--- config.mk ---
export PLATFORM = sky130hd
export DESIGN_NAME = register_bank
export DESIGN_NICKNAME = d
export VERILOG_FILES = /design/src/rtl/register_bank.sv
export SDC_FILE = /design/constraint.sdc
export NUM_CORES = 1
export LEC_CHECK = 0
export ABC_AREA = 0
export BUFFER_PORTS_ARGS = -buffer_cell sky130_fd_sc_hd__buf_2
export CAP_MARGIN = 20
export CORE_MARGIN = 8
export CORE_UTILIZATION = 55
export CTS_BUF_LIST = sky130_fd_sc_hd__clkbuf_16
export DETAILED_ROUTE_END_ITERATION = 6
export GPL_ROUTABILITY_DRIVEN = 0
export PLACE_DENSITY = 0.79
export SLEW_MARGIN = 20
export SYNTH_ARGS = -nofsm -noshare
export SYNTH_HDL_FRONTEND = slang
export SYNTH_SLANG_ARGS = --single-unit
--- constraint.sdc ---
create_clock -name clk -period 3 [get_ports clk]
set_input_delay 0.15 -clock clk [delete_from_list [all_inputs] [get_ports clk]]
set_output_delay 0.15 -clock clk [all_outputs]
set_load 0.005 [all_outputs]
--- src/rtl/register_bank.sv ---
// register_bank: NREGS general registers with an auto-incrementing index
// register, plus an output queue with valid/ready and a last-output view.
module register_bank #(
  parameter int WIDTH = 8,
  parameter int NREGS = 3,
  parameter int XIDX  = 2,
  parameter int DEPTH = 4
) (
  input  logic                         clk,
  input  logic                         resetB,
  input  logic [WIDTH-1:0]             dbus,
  input  logic [NREGS-1:0]             load,
  input  logic                         incX,
  input  logic                         doOut,
  input  logic                         clrOvf,
  output logic [NREGS*WIDTH-1:0]       regs,
  output logic [WIDTH-1:0]             qreg,
  output logic [WIDTH-1:0]             out_data,
  output logic                         out_valid,
  input  logic                         out_ready,
  output logic [$clog2(DEPTH+1)-1:0]   out_count,
  output logic                         out_full,
  output logic                         overflow
);

  localparam int AW = $clog2(DEPTH);
  localparam int CW = $clog2(DEPTH+1);

  logic [WIDTH-1:0] r   [NREGS];
  logic [WIDTH-1:0] mem [DEPTH];
  logic [AW-1:0]    head;
  logic [AW-1:0]    tail;
  logic [CW-1:0]    count_n;
  logic             pop;
  logic             push;
  logic             drop;

  assign pop  = out_valid & out_ready;
  assign push = doOut & (~out_full | pop);
  assign drop = doOut & out_full & ~pop;

  // Pack the register array onto the flat output bus
  always_comb begin
    regs = '0;
    for (int i = 0; i < NREGS; i++)
      regs[i*WIDTH +: WIDTH] = r[i];
  end

  // Head read is gated so an empty queue shows zero
  always_comb begin
    out_data = '0;
    if (out_valid)
      out_data = mem[head];
  end

  // Next occupancy from the accepted push and pop
  always_comb begin
    count_n = out_count;
    unique case ({push, pop})
      2'b10:   count_n = out_count + CW'(1);
      2'b01:   count_n = out_count - CW'(1);
      default: count_n = out_count;
    endcase
  end

  // General registers: load has priority over increment
  always_ff @(posedge clk or negedge resetB) begin
    if (!resetB) begin
      for (int i = 0; i < NREGS; i++)
        r[i] <= '0;
    end else begin
      for (int i = 0; i < NREGS; i++) begin
        if (load[i])
          r[i] <= dbus;
        else if (i == XIDX && incX)
          r[i] <= r[i] + WIDTH'(1);
      end
    end
  end

  // Queue storage, pointers, occupancy flags and last-output view
  always_ff @(posedge clk or negedge resetB) begin
    if (!resetB) begin
      for (int i = 0; i < DEPTH; i++)
        mem[i] <= '0;
      head      <= '0;
      tail      <= '0;
      out_count <= '0;
      out_valid <= 1'b0;
      out_full  <= 1'b0;
      qreg      <= '0;
    end else begin
      if (push) begin
        mem[tail] <= dbus;
        tail      <= tail + AW'(1);
        qreg      <= dbus;
      end
      if (pop)
        head <= head + AW'(1);
      out_count <= count_n;
      out_valid <= (count_n != '0);
      out_full  <= (count_n == CW'(DEPTH));
    end
  end

  // Sticky drop flag; a drop in the same cycle beats the clear
  always_ff @(posedge clk or negedge resetB) begin
    if (!resetB)
      overflow <= 1'b0;
    else if (drop)
      overflow <= 1'b1;
    else if (clrOvf)
      overflow <= 1'b0;
  end

endmodule

==> impl_metrics.yaml, run 1 <==
logic_synthesis:
  synth_warnings: 0
  syn_nets: 252
  yosysSeqAreaShare: 0.551
  synth_largest_area_cell: "dfrtp_1"
  synth-seq-cells: 74
  synth_top_area_share: 0.551
  synth.cell_area_sq_um: 3360
  avgSynthCellArea_sq_um: 14.8
  yosys-top-cells-area: "dfrtp_1 55%, mux2_2 17%, mux4_2 5.4%"
  syn_inst: 228
  yosys.cell_types.count: 31
sta:
  setup_viol: 0
  rsz0062_at_grt: "false"
  fin_crit_sh: 0.786
  whs_ps: 29.5
  slew_headroom: 0.461
  hold_viol_final: 0
  setup_tns_ps: 0
  max_freq_mhz: 424
  worst_pin_slew_ps: 808
  skew_ps: 4.94
  drv_slew: 0
  period_minus_slack_ps: 2360
worst_setup_path:
  arrival_ps: 2590
  crit_path_end_kind: "flip-flop"
  ff2ff_path_depth: 7
  timing.rr.end: "out_full"
  cp_max_fo: 11
  rrSetupSlack_ps: 640
  startpoint_type: "flip-flop"
  worstReg2RegStart: "out_valid"
  crit_required_ps: 3230
  criticalPathCategory: "reg -> reg"
pwr:
  peakVddDrop_mv: 0.532
  p_leak_uw: 0.00184
  p_int_uw: 2800
  power.density_nw_per_um2: 983
  clkPwrFrac: 0.258
  p_sw_uw: 1150
  p_seq_frac: 0.409
  combPwrFrac: 0.333
  sw_frac_of_total: 0.292
die:
  initial_utilization: 0.568
  core_area_sq_um: 5920
  rows: 28
  num_io_pins: 63
  die_h_microns: 94.2
  die-area_sq_um: 8870
  dieWidth_microns: 94.2
cells_and_area:
  areaGrowthSynthToFinish_pct: 19.5
  drive_above_1_share: 0.535
  final_common_cell: "dfrtp_1"
  finish.net_count: 319
  stdcell_area_sq_um: 4020
  layout_common_cells: "74 x dfrtp_1, 62 x buf_2, 50 x mux2_2"
  utilization: 0.679
  num_antenna_cells: 0
clock_network:
  clock_latency_ps: 330
  post_cts_buffers: 0
  cts_root_buffer: "clkbuf_16"
  cts_tree: "done"
  cts_resized: 0
  clk_path_buf_depth: 2
  cts_buffers: 9
  cts.reportedPaths.clkPinSlew_ps: 50
  postCtsHoldBufs: 1
  clock_sinks: 74
  cts_max_level: 3
outcome:
  status: "complete, no violations"
drt:
  drt-wirelength-per-cell_microns: 18.8
  vias: 2053
  first_iter_violations: 82
  firstDrtPassIters: 4
  drc_errors: 0
  finalWirelength_microns: 7040
  via_per_inst: 5.49
  drtAntennaViolNets: 0
global_route:
  grt_pass1_wl_microns: 11300
  grt_use_met2: 0.269
  grt_start_max_net_pins: 37
  grt_pass1_vias: 2159
  use_met3: 0.0336
  grt-ovfl-total: 0
  antenna_found_initial: 0
  grt_usage: 0.167
  met1_usage: 0.216
  top_usage_layer: "met2"
min_path:
  whs_endpoint: "overflow"
  hp-class: "in -> reg"
  hold_start: "clrOvf"
  min_path_cells: 2
placed_design:
  place_area_sq_um: 3720
  portBuffers: 62
  dp_hpwl_microns: 4840
run:
  maxCapViolCount: 0
-- critical path, cell delays in order (launching register included) --
cell and delay [ps]:
dfrtp_1 520, a21bo_1 210, nand2_4 150, ha_1 270
fa_1 380, xnor2_1 150, or3_1 350, a21boi_0 220
-- power by group through the flow --
stage | Clock (uW) | Combinational (uW) | Sequential [uW]
floorplan | 0 | 997 | 1520
global placement | 0 | 1300 | 1620
detailed placement | 0 | 1330 | 1630
CTS | 1040 | 1340 | 1620
global route | 1070 | 1450 | 1660
finish | 1020 | 1310 | 1620
-- registers in the layout, indices dropped and copies added (netlist names), 2 cells and up --
signal and count:
qreg 8, regs 24, out_count 3, head 2, tail 2, mem 32
-- cell type report --
type                       count  area [sq um]
fill                         434          1900
sequential                    74          1850
multi-input combinational    140          1430
timing repair buffer          66           343
clock buffer                   9           225
tap                           75          93.8
clock inverter                 6          58.8
inverter                       4          15.0
-- worst max path at each step --
stage                    from       end  slack (ps)  depth (start not counted)
CTS                 out_valid  out_full         620                          7
floorplan           out_valid  out_full         790                          9
finish              out_valid  out_full         640                          7
global route        out_valid  out_full         480                          7
detailed placement  out_valid  out_full         630                          7
global placement    out_valid  out_full         760                          7
-- stage by stage --
step,setup slack (ps),cells,power (uW)
5_1_grt,483,374,4180
6_report,641,374,3950
2_1_floorplan,794,228,2520
4_1_cts,618,374,3990
3_5_place_dp,634,358,2950
3_3_place_gp,764,358,2920
-- Yosys cell counts --
master / count
dfrtp_1: 74
ha_1: 6
nand3_4: 4
and2_2: 9
nor2b_1: 3
fa_1: 1
or4_1: 3
mux4_2: 8
nand4_2: 1
clkbuf_8: 1
or3_1: 1
clkbuf_1: 5
a21boi_0: 1
nand4_1: 2
mux2_2: 50
xor2_1: 4
inv_1: 4
nor3b_1: 1
o22ai_1: 1
buf_6: 2
o21ai_0: 9
mux2_4: 8
nor2_1: 1
a21o_1: 1
buf_2: 2
xnor2_1: 5
nand3_1: 6
nand2_1: 12
mux2i_1: 1
nand2_4: 1
a21bo_1: 1
-- logic make-up after synthesis --
kind of cell    after synthesis  share of synthesized area
flops                        74                      0.551
mux                          67                      0.260
simple gates                 44                     0.0915
buf+inv                      14                     0.0238
compound gates               13                     0.0227
xor+xnor                      9                     0.0234
fa+ha+maj                     7                     0.0283
-- routing by layer --
metal,share of wire,vias to the layer above
li1,-,951
met1,0.44,1032
met2,0.51,53
met3,0.032,17
met4,0.019,0
met5,0,-
No activity file was read; power rests on OpenSTA's default activity.
==> run 2: changes to the inputs <==
--- a/config.mk
+++ b/config.mk
@@ -5,15 +5,15 @@
 export SDC_FILE = /design/constraint.sdc
 export NUM_CORES = 1
 export LEC_CHECK = 0
-export ABC_AREA = 0
+export ABC_AREA = 1
 export BUFFER_PORTS_ARGS = -buffer_cell sky130_fd_sc_hd__buf_2
 export CAP_MARGIN = 20
 export CORE_MARGIN = 8
-export CORE_UTILIZATION = 55
+export CORE_UTILIZATION = 50
 export CTS_BUF_LIST = sky130_fd_sc_hd__clkbuf_16
 export DETAILED_ROUTE_END_ITERATION = 6
 export GPL_ROUTABILITY_DRIVEN = 0
-export PLACE_DENSITY = 0.79
+export PLACE_DENSITY = 0.76
 export SLEW_MARGIN = 20
 export SYNTH_ARGS = -nofsm -noshare
 export SYNTH_HDL_FRONTEND = slang
==> constraint.sdc (replaced) <==
create_clock -name clk -period 2.05 [get_ports clk]
set_input_delay 0.1025 -clock clk [delete_from_list [all_inputs] [get_ports clk]]
set_output_delay 0.1025 -clock clk [all_outputs]
set_load 0.005 [all_outputs]
==> run 2 against run 1 <==
  * Power up 43%
  * Maximum frequency is 28% higher
  * Largest power group unchanged
  * Clock power grew 60%
  * Critical endpoint unchanged
  * Synthesized area shrank 0.89%
  * Sequential power grew 38%
  * Utilization down 4.7 points
  * Non-clock buffer count is 3 higher
  * Hold slack got worse by 14 ps
  * Synthesized cell count grew 60%
  * Cell count increased by 37%
==> impl_metrics.yaml, run 2 <==
outcome:
  status: "complete, no violations"
clock_network:
  cts_tree: "done"
  clk_path_buf_depth: 2
  clock_sinks: 74
  clock_latency_ps: 330
  cts_resized: 0
  cts_max_level: 3
  cts_root_buffer: "clkbuf_16"
  post_cts_buffers: 0
  cts.reportedPaths.clkPinSlew_ps: 60
  postCtsHoldBufs: 2
  cts_buffers: 9
logic_synthesis:
  syn_inst: 364
  yosys_most_used_dff: "dfrtp_1"
  synth.most_common_cell: "dfrtp_1"
  synth.cell_area_sq_um: 3330
  async_flop_share: 1.00
  synth_edf_count: 0
  avgSynthCellArea_sq_um: 9.16
  synth_top_area_share: 0.556
  yosysSeqAreaShare: 0.556
  synth_largest_area_cell: "dfrtp_1"
  yosys.cell_types.count: 24
  synth_warnings: 0
  synthTopCellsByCount: "74 x dfrtp_1, 71 x nand2_1, 59 x nor2_1"
  synth-seq-cells: 74
  syn_nets: 388
  yosys-top-cells-area: "dfrtp_1 56%, nand2_1 8.0%, nor2_1 6.6%"
die:
  die-area_sq_um: 9530
  rows: 29
  core_area_sq_um: 6390
  num_io_pins: 63
  die_h_microns: 97.6
  initial_utilization: 0.522
  dieWidth_microns: 97.6
drt:
  firstDrtPassIters: 4
  via_per_inst: 5.25
  drc_errors: 0
  drt-wirelength-per-cell_microns: 15.4
  drtAntennaViolNets: 0
  first_iter_violations: 138
  finalWirelength_microns: 7870
  vias: 2689
placed_design:
  dp_hpwl_microns: 5300
  portBuffers: 62
  post-place-cells: 494
sta:
  setup_viol: 0
  fin_crit_sh: 0.899
  drv_slew: 0
  period_minus_slack_ps: 1840
  slew_headroom: 0.639
  rsz0062_at_grt: "false"
  worst_pin_slew_ps: 539
  max_freq_mhz: 542
  hold_viol_final: 0
  skew_ps: 4.69
cells_and_area:
  regArea_sq_um: 1850
  fin_cells: 512
  multi_input_area_sq_um: 1310
  n_fill_cell: 567
  largest_reg_flops: 32
  finish.net_count: 454
  layout_common_cells: "74 x dfrtp_1, 71 x nand2_1, 62 x buf_2"
  final_common_cell: "dfrtp_1"
  top_register: "mem"
  utilization: 0.632
  drive_above_1_share: 0.241
  areaGrowthSynthToFinish_pct: 21.1
  num_antenna_cells: 0
min_path:
  hp-class: "in -> reg"
worst_setup_path:
  crit_required_ps: 2260
  cp_cell_sequence: "nand2_2 > a21oi_4 > inv_2 > ha_4 > fa_1 > nand2_1 > nand3_1 > nand2_1 > nand2_1 > and2_1"
  slowest_delay_ps: 380
  slowest_stage: "dfrtp_1"
  crit_path_end_kind: "flip-flop"
  cp_num_buf_inv: 1
  criticalPathCategory: "reg -> reg"
  startpoint_type: "flip-flop"
  path_common_cell: "nand2_1"
  arrival_ps: 2060
  cpLargestDelayFamily: "simple AND/OR/NAND/NOR gates"
  cp_max_fo: 4
pwr:
  power.density_nw_per_um2: 1400
  peakVddDrop_mv: 0.866
  p_leak_uw: 0.00200
global_route:
  grt_start_max_net_pins: 75
  grt_pass1_vias: 2855
  grt_pass1_wl_microns: 13600
  grt-ovfl-total: 0
  antenna_found_initial: 0
  grt_usage: 0.176
run:
  maxCapViolCount: 0
run 2: logic make-up (layout without fill, tap and decap cells):
family	Yosys count	after routing	synth area share
adders and majority gates	7	7	0.0285
xor gates and xnor gates	5	5	0.0131
AOI/OAI and AO/OA	92	92	0.166
buffers and inverters	38	109	0.0552
and+or+nand+nor	148	148	0.182
DFF	74	74	0.556
run 2: worst paths after layout:
| kind | start | end | slack (ps) | cells after the start |
|---|---|---|---|---|
| max | out_valid | out_full | 210 | 10 |
| min | dbus[0] | regs[16] | 20 | 3 |
| max reg2reg | out_valid | out_full | 210 | 10 |
| min reg2reg | mem[16] | mem[16] | 480 | 2 |
| max in group asynchronous | resetB | regs[12] | 1420 | 3 |
| min in group asynchronous | resetB | out_full | 340 | 3 |
run 2: worst reg2reg max path: stages (launching register included):
cell and delay [ps]:
dfrtp_1 380, nand2_2 110, a21oi_4 180, inv_2 70, ha_4 160, fa_1 380
nand2_1 100, nand3_1 80, nand2_1 80, nand2_1 60, and2_1 130
run 2: area by class of cell:
class,instances,share of cell area
Clock buffer,9,0.0558
Clock inverter,7,0.0208
Inverter,24,0.0223
Multi-Input combinational cell,252,0.324
Sequential cell,74,0.459
Tap cell,77,0.0239
Timing Repair Buffer,69,0.0942
run 2: through the flow:
stage | area, sq um | setup TNS (ps) | power (uW) | worst slack [ps] | hold WS, ps
4_1_cts | 4040 | 0 | 5720 | 202 | 7.63
5_1_grt | 4040 | 0 | 6070 | 45.5 | 16.6
3_5_place_dp | 3710 | 0 | 4060 | 208 | 168
2_1_floorplan | 3350 | -163 | 3440 | -104 | -193
6_report | 4040 | 0 | 5660 | 207 | 15.1
3_3_place_gp | 3710 | 0 | 3980 | 313 | 163
run 2: report_power, final:
part | switching [uW] | internal, uW
Clock | 579 | 1050
Sequential | 313 | 1910
Combinational | 1050 | 755
Total | 1940 | 3720
run 2: layer usage:
metal,global-route usage,routed length [microns],vias up,share of wire
li1,-,-,1322,-
met1,0.200,3370,1275,0.43
met2,0.294,3840,80,0.49
met3,0.0640,523,12,0.066
met4,0.0664,127,0,0.016
met5,0,0,-,0
